--- src/rtl/udp_gbn_traffic_gen.sv ---
// rtl/udp_gbn_traffic_gen.sv - Go-Back-N UDP header + payload traffic generator
// Emits one header then a GBN beat plus N payload beats per packet; rewind re-issues older sequences.
module udp_gbn_traffic_gen #(
  parameter int DATA_WIDTH    = 64,
  parameter int SEQ_WIDTH     = 32,
  parameter int MAX_PLD_BEATS = 16,
  parameter int CNT_WIDTH     = 16
) (
  input  logic                      aclk,
  input  logic                      aresetn,
  input  logic [31:0]               cfg_src_ip,
  input  logic [31:0]               cfg_dst_ip,
  input  logic [15:0]               cfg_src_port,
  input  logic [15:0]               cfg_dst_port,
  input  logic [7:0]                cfg_pld_beats,
  input  logic [CNT_WIDTH-1:0]      cfg_num_pkts,
  input  logic [SEQ_WIDTH-1:0]      cfg_start_seq,
  input  logic                      start,
  input  logic                      rewind_valid,
  input  logic [SEQ_WIDTH-1:0]      rewind_seq,
  output logic                      busy,
  output logic                      done,
  output logic [CNT_WIDTH-1:0]      sent_pkts,
  output logic [111:0]              m_hdr_tdata,
  output logic                      m_hdr_tvalid,
  input  logic                      m_hdr_tready,
  output logic [DATA_WIDTH-1:0]     m_pld_tdata,
  output logic [DATA_WIDTH/8-1:0]   m_pld_tkeep,
  output logic                      m_pld_tlast,
  output logic                      m_pld_tuser,
  output logic                      m_pld_tvalid,
  input  logic                      m_pld_tready
);

  localparam int                   NBYTES  = DATA_WIDTH / 8;
  localparam logic [7:0]           MAX_B   = 8'(MAX_PLD_BEATS);
  localparam logic [15:0]          BYTES16 = 16'(NBYTES);
  localparam logic [SEQ_WIDTH-1:0] SEQ_ONE = 1;
  localparam logic [CNT_WIDTH-1:0] CNT_ONE = 1;

  typedef enum logic [2:0] {S_IDLE, S_HDR, S_GBN, S_PLD, S_FIN} state_t;

  state_t                 state;
  logic [31:0]            src_ip_r, dst_ip_r;
  logic [15:0]            src_port_r, dst_port_r, hdr_len;
  logic [7:0]             beats_r, beat_k;
  logic [SEQ_WIDTH-1:0]   start_seq_r, cur_seq, end_seq, rew_seq;
  logic                   rew_pend;
  logic [CNT_WIDTH-1:0]   sent_r;
  logic                   busy_r, done_r, hdr_tvalid_r, pld_tvalid_r, pld_tlast_r;
  logic [DATA_WIDTH-1:0]  pld_tdata_r;

  logic                   hdr_hs, pld_hs, rew_hit;
  logic [SEQ_WIDTH-1:0]   rew_off, win_off, next_seq;
  logic [7:0]             beat_k_nxt, cfg_beats_cl;

  function automatic logic [DATA_WIDTH-1:0] gbn_word(input logic [SEQ_WIDTH-1:0] s);
    logic [DATA_WIDTH-1:0] w;
    w = '0;
    w[7:0] = 8'd3;
    w[8 +: SEQ_WIDTH] = s;
    return w;
  endfunction

  function automatic logic [DATA_WIDTH-1:0] pld_word(input logic [3:0] s, input logic [3:0] k);
    return {NBYTES{{s, k}}};
  endfunction

  // Window is measured from the run's start so sequence wrap does not break the backward-only test.
  always_comb begin
    hdr_hs       = hdr_tvalid_r && m_hdr_tready;
    pld_hs       = pld_tvalid_r && m_pld_tready;
    rew_off      = rewind_seq - start_seq_r;
    win_off      = cur_seq + SEQ_ONE - start_seq_r;
    rew_hit      = busy_r && rewind_valid && (rew_off < win_off);
    next_seq     = rew_hit ? rewind_seq : (rew_pend ? rew_seq : cur_seq + SEQ_ONE);
    beat_k_nxt   = beat_k + 8'd1;
    cfg_beats_cl = (cfg_pld_beats > MAX_B) ? MAX_B : cfg_pld_beats;
  end

  always_ff @(posedge aclk or negedge aresetn) begin
    if (!aresetn) begin
      state        <= S_IDLE;
      src_ip_r     <= '0;
      dst_ip_r     <= '0;
      src_port_r   <= '0;
      dst_port_r   <= '0;
      hdr_len      <= '0;
      beats_r      <= '0;
      beat_k       <= '0;
      start_seq_r  <= '0;
      cur_seq      <= '0;
      end_seq      <= '0;
      rew_seq      <= '0;
      rew_pend     <= 1'b0;
      sent_r       <= '0;
      busy_r       <= 1'b0;
      done_r       <= 1'b0;
      hdr_tvalid_r <= 1'b0;
      pld_tvalid_r <= 1'b0;
      pld_tlast_r  <= 1'b0;
      pld_tdata_r  <= '0;
    end else begin
      done_r <= 1'b0;
      if (rew_hit) begin
        rew_pend <= 1'b1;
        rew_seq  <= rewind_seq;
      end
      case (state)
        S_IDLE: begin
          if (start) begin
            src_ip_r    <= cfg_src_ip;
            dst_ip_r    <= cfg_dst_ip;
            src_port_r  <= cfg_src_port;
            dst_port_r  <= cfg_dst_port;
            beats_r     <= cfg_beats_cl;
            hdr_len     <= BYTES16 * (16'd1 + 16'(cfg_beats_cl));
            start_seq_r <= cfg_start_seq;
            cur_seq     <= cfg_start_seq;
            end_seq     <= cfg_start_seq + SEQ_WIDTH'(cfg_num_pkts);
            rew_pend    <= 1'b0;
            sent_r      <= '0;
            if (cfg_num_pkts == '0) begin
              state  <= S_FIN;
              done_r <= 1'b1;
              busy_r <= 1'b0;
            end else begin
              state        <= S_HDR;
              busy_r       <= 1'b1;
              hdr_tvalid_r <= 1'b1;
            end
          end
        end
        S_HDR: begin
          if (hdr_hs) begin
            hdr_tvalid_r <= 1'b0;
            pld_tvalid_r <= 1'b1;
            pld_tdata_r  <= gbn_word(cur_seq);
            pld_tlast_r  <= (beats_r == 8'd0);
            beat_k       <= 8'd0;
            state        <= S_GBN;
          end
        end
        S_GBN, S_PLD: begin
          if (pld_hs) begin
            if (pld_tlast_r) begin
              // Packet boundary: a rewind arriving this very cycle is already folded into next_seq.
              sent_r       <= sent_r + CNT_ONE;
              rew_pend     <= 1'b0;
              cur_seq      <= next_seq;
              pld_tvalid_r <= 1'b0;
              pld_tlast_r  <= 1'b0;
              if (next_seq == end_seq) begin
                state  <= S_FIN;
                done_r <= 1'b1;
                busy_r <= 1'b0;
              end else begin
                state        <= S_HDR;
                hdr_tvalid_r <= 1'b1;
              end
            end else begin
              beat_k      <= beat_k_nxt;
              pld_tdata_r <= pld_word(cur_seq[3:0], beat_k_nxt[3:0]);
              pld_tlast_r <= (beat_k_nxt == beats_r);
              state       <= S_PLD;
            end
          end
        end
        S_FIN: begin
          state <= S_IDLE;
        end
        default: begin
          state <= S_IDLE;
        end
      endcase
    end
  end

  assign busy         = busy_r;
  assign done         = done_r;
  assign sent_pkts    = sent_r;
  assign m_hdr_tdata  = {hdr_len, dst_port_r, src_port_r, dst_ip_r, src_ip_r};
  assign m_hdr_tvalid = hdr_tvalid_r;
  assign m_pld_tdata  = pld_tdata_r;
  assign m_pld_tkeep  = '1;
  assign m_pld_tlast  = pld_tlast_r;
  assign m_pld_tuser  = 1'b0;
  assign m_pld_tvalid = pld_tvalid_r;

endmodule

--- config.mk ---
export PLATFORM = sky130hd
export DESIGN_NAME = udp_gbn_traffic_gen
export DESIGN_NICKNAME = d
export VERILOG_FILES = /design/src/rtl/udp_gbn_traffic_gen.sv
export SDC_FILE = /design/constraint.sdc
export NUM_CORES = 1
export LEC_CHECK = 0
export ABC_AREA = 1
export ABC_CLOCK_PERIOD_IN_PS = 9000
export CAP_MARGIN = 20
export CORE_MARGIN = 8
export CORE_UTILIZATION = 57
export DETAILED_ROUTE_END_ITERATION = 10
export PLACE_DENSITY = 0.87
export SETUP_SLACK_MARGIN = 0.5
export SYNTH_ARGS = -nofsm -noshare
export SYNTH_HDL_FRONTEND = slang
export SYNTH_SLANG_ARGS = --single-unit
--- constraint.sdc ---
create_clock -name aclk -period 9 [get_ports aclk]
set_input_delay 2.7 -clock aclk [delete_from_list [all_inputs] [get_ports aclk]]
set_output_delay 2.7 -clock aclk [all_outputs]
set_load 0.02 [all_outputs]
== After elaboration in Yosys (flattened, before gate mapping) ==
Cells that the tools add are included.

* Add/sub/neg operators: 7
* $lt $le $gt $ge: 2
* Eq/ne operators: 13
* Mux-type cells: 58
* Reductions and logical operators: 19

{| class="wikitable"
|+ Operators by type and width
! kind !! count
|-
| $mux W64 || 3
|-
| $mux W32 || 5
|-
| $pmux W64 S2 || 1
|-
| $pmux W32 S2 || 1
|-
| $sub A32 B32 Y32 || 2
|-
| $mux W16 || 3
|-
| $add A32 B1 Y32 const B || 1
|-
| $add A32 B16 Y32 || 1
|-
| $eq A32 B32 Y1 || 1
|-
| $lt A32 B32 Y1 || 1
|-
| $mux W8 || 4
|-
| $pmux W16 S2 || 1
|-
| $mux W1 || 26
|-
| $mux W3 || 6
|-
| $add A16 B1 Y16 const B || 1
|-
| $logic_not A16 Y1 || 1
|-
| $ne A2 B2 Y1 const B || 8
|-
| $pmux W8 S2 || 1
|-
| $reduce_and A4 Y1 || 3
|-
| $pmux W1 S2 || 5
|-
| $add A1 B8 Y9 const A || 1
|-
| $pmux W3 S3 || 1
|-
| $add A8 B1 Y8 const B || 1
|-
| $eq A8 B8 Y1 || 1
|-
| other kinds (14) || 20
|}

* Bits in registers: 342
* Input port bits: 190
* Output and inout bits: 206
* Logic and storage cells: 119

== Depth between registers and ports, before layout ==
Gate-level depths: netlist (run 1).

* Depth in word-level cells: 10
* Gate-level depth with buffers: 41
* Depth with buffers taken out: 40

== Worst setup path after synthesis (run 1) ==
No wires, ideal clock.

* Kind: input to register
* Start: input rewind_seq[0]
* End: register busy_r, in the netlist busy
* Setup time: 0.117 ns
* Arrival: 6.716 ns
* Data required time: 8.883 ns
* Setup slack: 2.167 ns
* Stages on the path: 39
* Path buffers: 2
* Cell sequence: inv_1 ha_1 inv_1 fa_1 nand3_1 nand2_1 a21oi_1 o21ai_0 a21boi_1 o21ai_2 a21oi_1 o21ai_2 nand2_1 o21ai_1 nand2_1 nand2_1 nand2_1 nand2_1 (+3 left out) nand2_1 nand4_1 nor2_1 buf_4 buf_2 nand3_1 nand3_1 nand2_1 inv_1 nand2_1 nor2_1 nand2_1 nor2_2 nand2_1 nand2_1 nand2_1 nand2_1 nand2_1

* Cells in the longest elaborated chain, start to end: 7

{| class="wikitable"
|+ Ends and longest elaborated chain
! element !! line !! text
|-
| from (decl) || 20 || <nowiki>input logic [SEQ_WIDTH-1:0] rewind_seq,</nowiki>
|-
| $sub A32 B32 Y32 || 73 || <nowiki>rew_off = rewind_seq - start_seq_r;</nowiki>
|-
| $lt A32 B32 Y1 || 75 || <nowiki>rew_hit = busy_r && rewind_valid && (rew_off < win_off);</nowiki>
|-
| $logic_and A1 B1 Y1 || 75 ||
|-
| $mux W32 (*) || 76 || <nowiki>next_seq = rew_hit ? rewind_seq : (rew_pend ? rew_seq : cur_seq + SEQ_ONE);</nowiki>
|-
| $eq A32 B32 Y1 (*) || 153 || <nowiki>if (next_seq == end_seq) begin</nowiki>
|-
| $ne A2 B2 Y1 (no line) (*) || - ||
|-
| $reduce_and A5 Y1 (no line) (*) || - ||
|-
| to (signal assigned) || 97 || <nowiki>busy_r <= 1'b0;</nowiki>
|-
| to (signal assigned) || 126 || <nowiki>busy_r <= 1'b0;</nowiki>
|-
| to (signal assigned) || 156 || <nowiki>busy_r <= 1'b0;</nowiki>
|-
| to (decl) || 50 || <nowiki>logic busy_r, done_r, hdr_tvalid_r, pld_tvalid_r, pld_tlast_r;</nowiki>
|}

Mark *: on every way between the ends. The rest lies on a longest branch, timed or not.
A chain may end at the register's enable or synchronous reset.

== Final worst setup path (run 1) ==
* Start: input rewind_seq[0]
* End: register done_r, in the netlist done

* Cells in the longest elaborated chain, start to end: 9

{| class="wikitable"
|+ Ends and longest elaborated chain
! element !! line !! text
|-
| $sub A32 B32 Y32 || 73 ||
|-
| $lt A32 B32 Y1 || 75 ||
|-
| $logic_and A1 B1 Y1 || 75 ||
|-
| $mux W32 (*) || 76 ||
|-
| $eq A32 B32 Y1 (*) || 153 ||
|-
| $mux W1 (*) || 153 ||
|-
| $mux W1 (*) || 146 || <nowiki>if (pld_tlast_r) begin</nowiki>
|-
| $mux W1 (*) || 145 || <nowiki>if (pld_hs) begin</nowiki>
|-
| $pmux W1 S2 (*) || 109 || <nowiki>case (state)</nowiki>
|-
| to (signal assigned) || 104 || <nowiki>done_r <= 1'b0;</nowiki>
|-
| to (signal assigned) || 125 || <nowiki>done_r <= 1'b1;</nowiki>
|-
| to (signal assigned) || 155 || <nowiki>done_r <= 1'b1;</nowiki>
|-
| to (decl) || 50 ||
|}

Marks and branches as above.

==> flow_summary.ini, run 1 <==
[outcome]
outcome = complete, no violations

[global_routing]
grt.overflow.total = 0
grt_antenna_before_repair = 1
grt_pass1_vias = 20353
grt_max_degree = 151
grt_usage = 0.355
grt_pass1_wl_um = 116000

[min_path]
hold_class = reg -> reg

[detailed_routing]
routedWlPerCell_um = 21.3
ant_nets = 0
drcViolationCount = 0
vias = 20353
vias_per_cell = 5.73
drt-pass1-iter-count = 6
wl_um = 75600
drtIter0Drc = 1953

[finish]
drive_gt1_frac = 0.0411
layout_commonest_cell = nand2_1
multiInputGateArea_sq_um = 10600
final_util = 0.720
seq_area_sq_um = 7810
fillers = 2764
syn2layout_area_growth_pct = 25.8
final_cell_mix = 920 x nand2_1, 378 x clkdlybuf4s50_1, 312 x dfrtp_1
nNetsFinal = 3375

[yosys]
synth-edff-count = 0
postSynthAreaPerCell_sq_um = 7.33
synthFlopType = dfrtp_1
syn-instance-count = 2748
seq_area_frac_synth = 0.388
ys_seq_elements = 312
yosysWarnings = 0
synthesis.area_sq_um = 20100
synth.distinct_cells = 56
async_flop_share = 1.00

[floorplanning]
rows = 69
initial_core_util = 0.573
fp.dieW_um = 204
die_h_um = 204
ios = 396
core-area_sq_um = 35100
die-area_sq_um = 41600

[pwr]
leakage_nw = 12.9
combPwrFrac = 0.090
power_switching_mw = 0.782
ir_drop_v = 0.000175
p_int_mw = 2.48
powerDensity_nw_per_um2 = 129
p_clk_frac = 0.479
swShare = 0.240
seqPwrFrac = 0.430

[worst_setup_path]
path_delay_family = simple AND/OR/NAND/NOR gates
endpoint_kind = flop
critPathBufInv = 4
critPathMaxFanout = 82
critPathKind = in -> reg
cp-start-kind = input pin
crit_path_frequent_cell = nand2_1
crit_path_top_delay_cell = clkdlybuf4s50_1
arrival_ns = 8.46
cp_data_required_time_ns = 9.49
cp_slowest_stage_delay_ns = 0.47

[placed_design]
hpwl_um = 58400
port_buffers = 379
gp_congestion = 0.970

[timing]
maxSlewViolCount = 0
setup_viol = 0
relSlewSlack = 0.311
hold_viol_final = 0
rsz0062_at_grt = false
post-route-min-period_ns = 7.97
skew_ns = 0.0328
post-route-period-util = 0.886
worst_pin_slew_ns = 1.03
finalSetupTns_ns = 0
max_freq_mhz = 125

[clock_tree]
clk_pin_slew_ns = 0.06
root_buffer = clkbuf_16
clockBufferDepth = 3
cts.sink_count = 312
clk_latency_ns = 0.56
cts_tree = yes
numCtsBuffers = 37
post_cts_buffers = 0
postCtsHoldBufs = 0
cts.htree.levels = 2

[job]
cap_violations = 0
==> sequential cells by signal, summed over array words and instances (netlist names), 3 cells and up <==
register     count
m_pld_tdata     38
end_seq         32
src_port_r      16
dst_port_r      16
beat_k           8
dst_ip_r        32
rew_seq         32
cur_seq         32
beats_r          8
src_ip_r        32
hdr_len          9
state            3
sent_pkts       16
start_seq_r     32
==> power groups by stage <==
stage	Sequential, mW	Clock (mW)	Combinational [mW]
floorplan	1.43	0	0.126
global placement	1.43	0	0.284
detailed placement	1.43	0	0.290
CTS	1.40	1.57	0.292
global route	1.40	1.63	0.323
finish	1.40	1.56	0.295
==> kinds of logic (layout without fill, tap and decap cells) <==
family | Yosys count | after routing | share of synthesized area
muxes | 2 | 2 | 0.00112
adders and majority gates | 116 | 116 | 0.0732
DFF | 312 | 312 | 0.388
xor gates and xnor gates | 96 | 96 | 0.0421
and+or+nand+nor | 1349 | 1349 | 0.281
other | 2 | 17 | 0.000373
buffers and inverters | 422 | 752 | 0.0886
AOI/OAI and AO/OA | 449 | 449 | 0.125
==> synthesized netlist by cell type, types with 4 or more instances <==
cell	instances	area share
or4_1	5	0.0019
nand2_2	8	0.0025
inv_2	6	0.0011
nor2_2	6	0.0019
o21ai_0	168	0.042
xor2_1	60	0.026
nor3_1	32	0.0080
nor4_1	9	0.0028
inv_1	287	0.054
a21oi_1	152	0.038
o21a_1	11	0.0041
clkbuf_1	62	0.012
o21bai_1	5	0.0019
nand3_1	168	0.042
a31oi_1	6	0.0019
or2_2	15	0.0047
nand3b_1	21	0.0078
ha_1	113	0.070
buf_4	48	0.018
buf_2	13	0.0032
o211ai_1	35	0.013
o21ai_2	4	0.0017
nand4_1	20	0.0062
nor2_1	131	0.024
nand2_1	920	0.17
o221ai_1	7	0.0030
a21boi_1	4	0.0015
o21ai_1	13	0.0032
dfrtp_1	312	0.39
a21o_1	8	0.0030
xnor2_1	35	0.015
o22ai_1	21	0.0065
==> cell type report <==
class | instances | share of cell area
clock inverters | 9 | 0.00643
well taps | 461 | 0.0228
flip-flops and latches | 312 | 0.308
multi-input cells | 2028 | 0.419
diodes | 1 | 0.0000988
clock buffers | 53 | 0.0426
repair buffers | 394 | 0.157
inverters | 296 | 0.0441
==> stage by stage <==
step	area (sq um)	power [mW]	setup slack (ns)	instances	hold WS (ns)
floorplan	20200	1.56	2.17	2762	0.434
global placement	24000	1.71	0.679	3489	0.446
detailed placement	24000	1.72	0.529	3489	0.458
CTS	25300	3.27	1.03	3551	0.473
global route	25300	3.35	0.641	3553	0.485
finish	25300	3.26	1.03	3554	0.469
==> tightest hold or removal path: stages, from the launching register on <==
cell and delay, ns:
dfrtp_1 0.34, nand2_1 0.05, nand2_1 0.05
==> timing repair <==
action | 4_1_cts | 5_1_grt
endpoints found under the hold margin | 0 | 0
resized for setup | 0 | 1
setup endpoints to repair | 0 | 2
==> per-layer routing <==
| layer | wire length [um] | vias to the layer above | global-route usage | share of wire |
|---|---|---|---|---|
| li1 | - | 9534 | - | - |
| met1 | 28000 | 9616 | 0.405 | 0.37 |
| met2 | 36400 | 979 | 0.599 | 0.48 |
| met3 | 5690 | 222 | 0.0682 | 0.075 |
| met4 | 5560 | 2 | 0.242 | 0.074 |
| met5 | 16 | - | 0 | 0.00021 |
==> path summary, 6_finish.rpt <==
kind,startpoint,to,slack [ns],depth (start not counted)
min reg2reg,rew_seq[1],rew_seq[1],0.47,2
min,rew_seq[1],rew_seq[1],0.47,2
max in group asynchronous,aresetn,dst_ip_r[17],5.33,2
min in group asynchronous,aresetn,start_seq_r[27],2.19,1
max,rewind_seq[0],done,1.03,32
max reg2reg,cur_seq[0],done,2.08,36
Note: power is estimated with default switching activity, not from simulation.
==> inputs of run 2 (changes only) <==
CORE_UTILIZATION = 50   (was 57)
PLACE_DENSITY = 0.78   (was 0.87)
TNS_END_PERCENT = 50   (was unset)
==> run 2 against run 1 <==
Effect of this change:
- first-iteration DRC count shrank 18%
- non-clock buffer count shrank 2
- via count shrank 0.44%
- final cell count grew 1.7%
- register-to-register slack is essentially flat
- worst hold slack lost 0.0015 ns
- maximum frequency shrank 0.55%
- sequential power is essentially flat
- power shrank 2.9%
- critical endpoint unchanged
- clock skew shrank 0.0041 ns
- highest routed layer is now met4
- clock power shrank 6%
==> flow_summary.ini, run 2 (same netlist as run 1, synthesis figures left out) <==
[worst_setup_path]
cp-start-kind = input pin
worst_r2r_path_depth = 36
arrival_ns = 8.49
crit_path_frequent_cell = nand2_1
cp_slowest_stage_delay_ns = 0.50
critPathKind = in -> reg
crit_path_top_delay_cell = clkdlybuf4s50_1
startpoint = rewind_seq[0]
cp_data_required_time_ns = 9.48
timing.rr.start = cur_seq[0]
critPathMaxFanout = 47
endpoint_kind = flop

[clock_tree]
clk_latency_ns = 0.57
clk_pin_slew_ns = 0.06
cts.htree.levels = 2
postCtsHoldBufs = 0
numCtsBuffers = 36
clockBufferDepth = 3
cts.repair.resized = 0
cts_tree = yes
post_cts_buffers = 0
cts.sink_count = 312
root_buffer = clkbuf_16

[global_routing]
top_usage_layer = met2
grt_antenna_before_repair = 1
grt_pass1_vias = 19767
met2_usage = 0.516
grt.overflow.total = 0
grt_pass1_wl_um = 113000
use_met3 = 0.0680
grtUsageMet1 = 0.356
grt_max_degree = 138
grt_usage = 0.306

[placed_design]
placed_area_sq_um = 24100
port_buffers = 379
gp_congestion = 0.987
place_ws_ns = 0.482
hpwl_um = 58300

[finish]
largest_reg_flops = 38
final_cell_mix = 920 x nand2_1, 378 x clkdlybuf4s50_1, 312 x dfrtp_1
drive_gt1_frac = 0.0405
syn2layout_area_growth_pct = 25.5
layout_commonest_cell = nand2_1
nNetsFinal = 3372
postLayoutCellArea_sq_um = 25300
fillers = 3517

[timing]
hold_viol_final = 0
setup_viol = 0
finalSetupTns_ns = 0
skew_ns = 0.0286
maxSlewViolCount = 0
relSlewSlack = 0.270
worst_slack_ns = 0.986
fin_hold_ws_ns = 0.468
max_freq_mhz = 125
worst_pin_slew_ns = 1.08
post-route-period-util = 0.890
post-route-min-period_ns = 8.01
rsz0062_at_grt = false

[floorplanning]
core-area_sq_um = 39700
ios = 396
rows = 73
die_h_um = 217
fp.dieW_um = 217
die-area_sq_um = 46900
initial_core_util = 0.507

[pwr]
powerDensity_nw_per_um2 = 125
ir_drop_v = 0.000125
leakage_nw = 12.9

[detailed_routing]
routedWlPerCell_um = 20.7
drtIter0Drc = 1608
drt-pass1-iter-count = 6
drcViolationCount = 0
vias_per_cell = 5.61
wl_um = 74900
ant_nets = 0
vias = 20264

[min_path]
hold_class = reg -> reg
worstHoldPathCells = 2
min_from = rew_seq[13]

[outcome]
outcome = complete, no violations

[job]
cap_violations = 0
-- run 2: cell types whose count changed in the layout (fill, tap and decap cells not counted), sizes merged --
| cell | change |
|---|---|
| clkinv | +4 |
| clkbuf | -3 |
| buf | -2 |
| bufinv | -2 |
| clkinvlp | -1 |
-- run 2: metrics by stage --
step / total power, mW / std cells / util
floorplan: 1.56 / 2762 / -
global placement: 1.72 / 3553 / 0.607
detailed placement: 1.72 / 3553 / 0.607
CTS: 3.18 / 3613 / 0.636
global route: 3.26 / 3614 / 0.636
finish: 3.17 / 3614 / 0.636
-- run 2: area by class of cell --
| type | count | area [sq um] | share of cell area |
|---|---|---|---|
| multi-input combinational | 2028 | 10600 | 0.420 |
| sequential | 312 | 7810 | 0.309 |
| timing repair buffer | 392 | 3930 | 0.155 |
| inverter | 296 | 1120 | 0.0442 |
| clock buffer | 50 | 1030 | 0.0409 |
| tap | 525 | 657 | 0.0260 |
| clock inverter | 10 | 115 | 0.00456 |
| antenna | 1 | 2.50 | 0.0000990 |
-- run 2: path summary, 6_finish.rpt --
path	slack, ns	endpoint
min reg2reg	0.47	rew_seq[13]
max in group asynchronous	5.34	m_pld_tdata[16]
max reg2reg	2.08	done
max	0.99	done
min	0.47	rew_seq[13]
min in group asynchronous	2.16	start_seq_r[29]
-- run 2: worst max-delay path: cells and delay by family --
kind / cells / cell delay, ns
compound gates: 8 / 1.50
buf+inv: 5 / 1.19
fa+ha+maj: 3 / 0.85
simple gates: 20 / 2.22
-- run 2: where the power goes --
| part | total, mW | internal [mW] | switching [mW] |
|---|---|---|---|
| sequential | 1.40 | 1.40 | 0 |
| clock | 1.47 | 0.858 | 0.613 |
| combinational | 0.294 | 0.130 | 0.163 |
| total | 3.17 | 2.39 | 0.776 |
-- run 2: layer usage --
metal | part of all wire | up-vias | routed length (um)
met4 | 0.062 | 0 | 4660
li1 | - | 9520 | -
met2 | 0.48 | 967 | 36000
met1 | 0.37 | 9554 | 27900
met3 | 0.083 | 223 | 6210
met5 | 0 | - | 0
==> inputs of run 3 (changes only) <==
CTS_CLUSTER_DIAMETER = 150   (was unset)
==> results of run 3 <==
The final DEF is identical to that of run 2; final timing and power are the same.
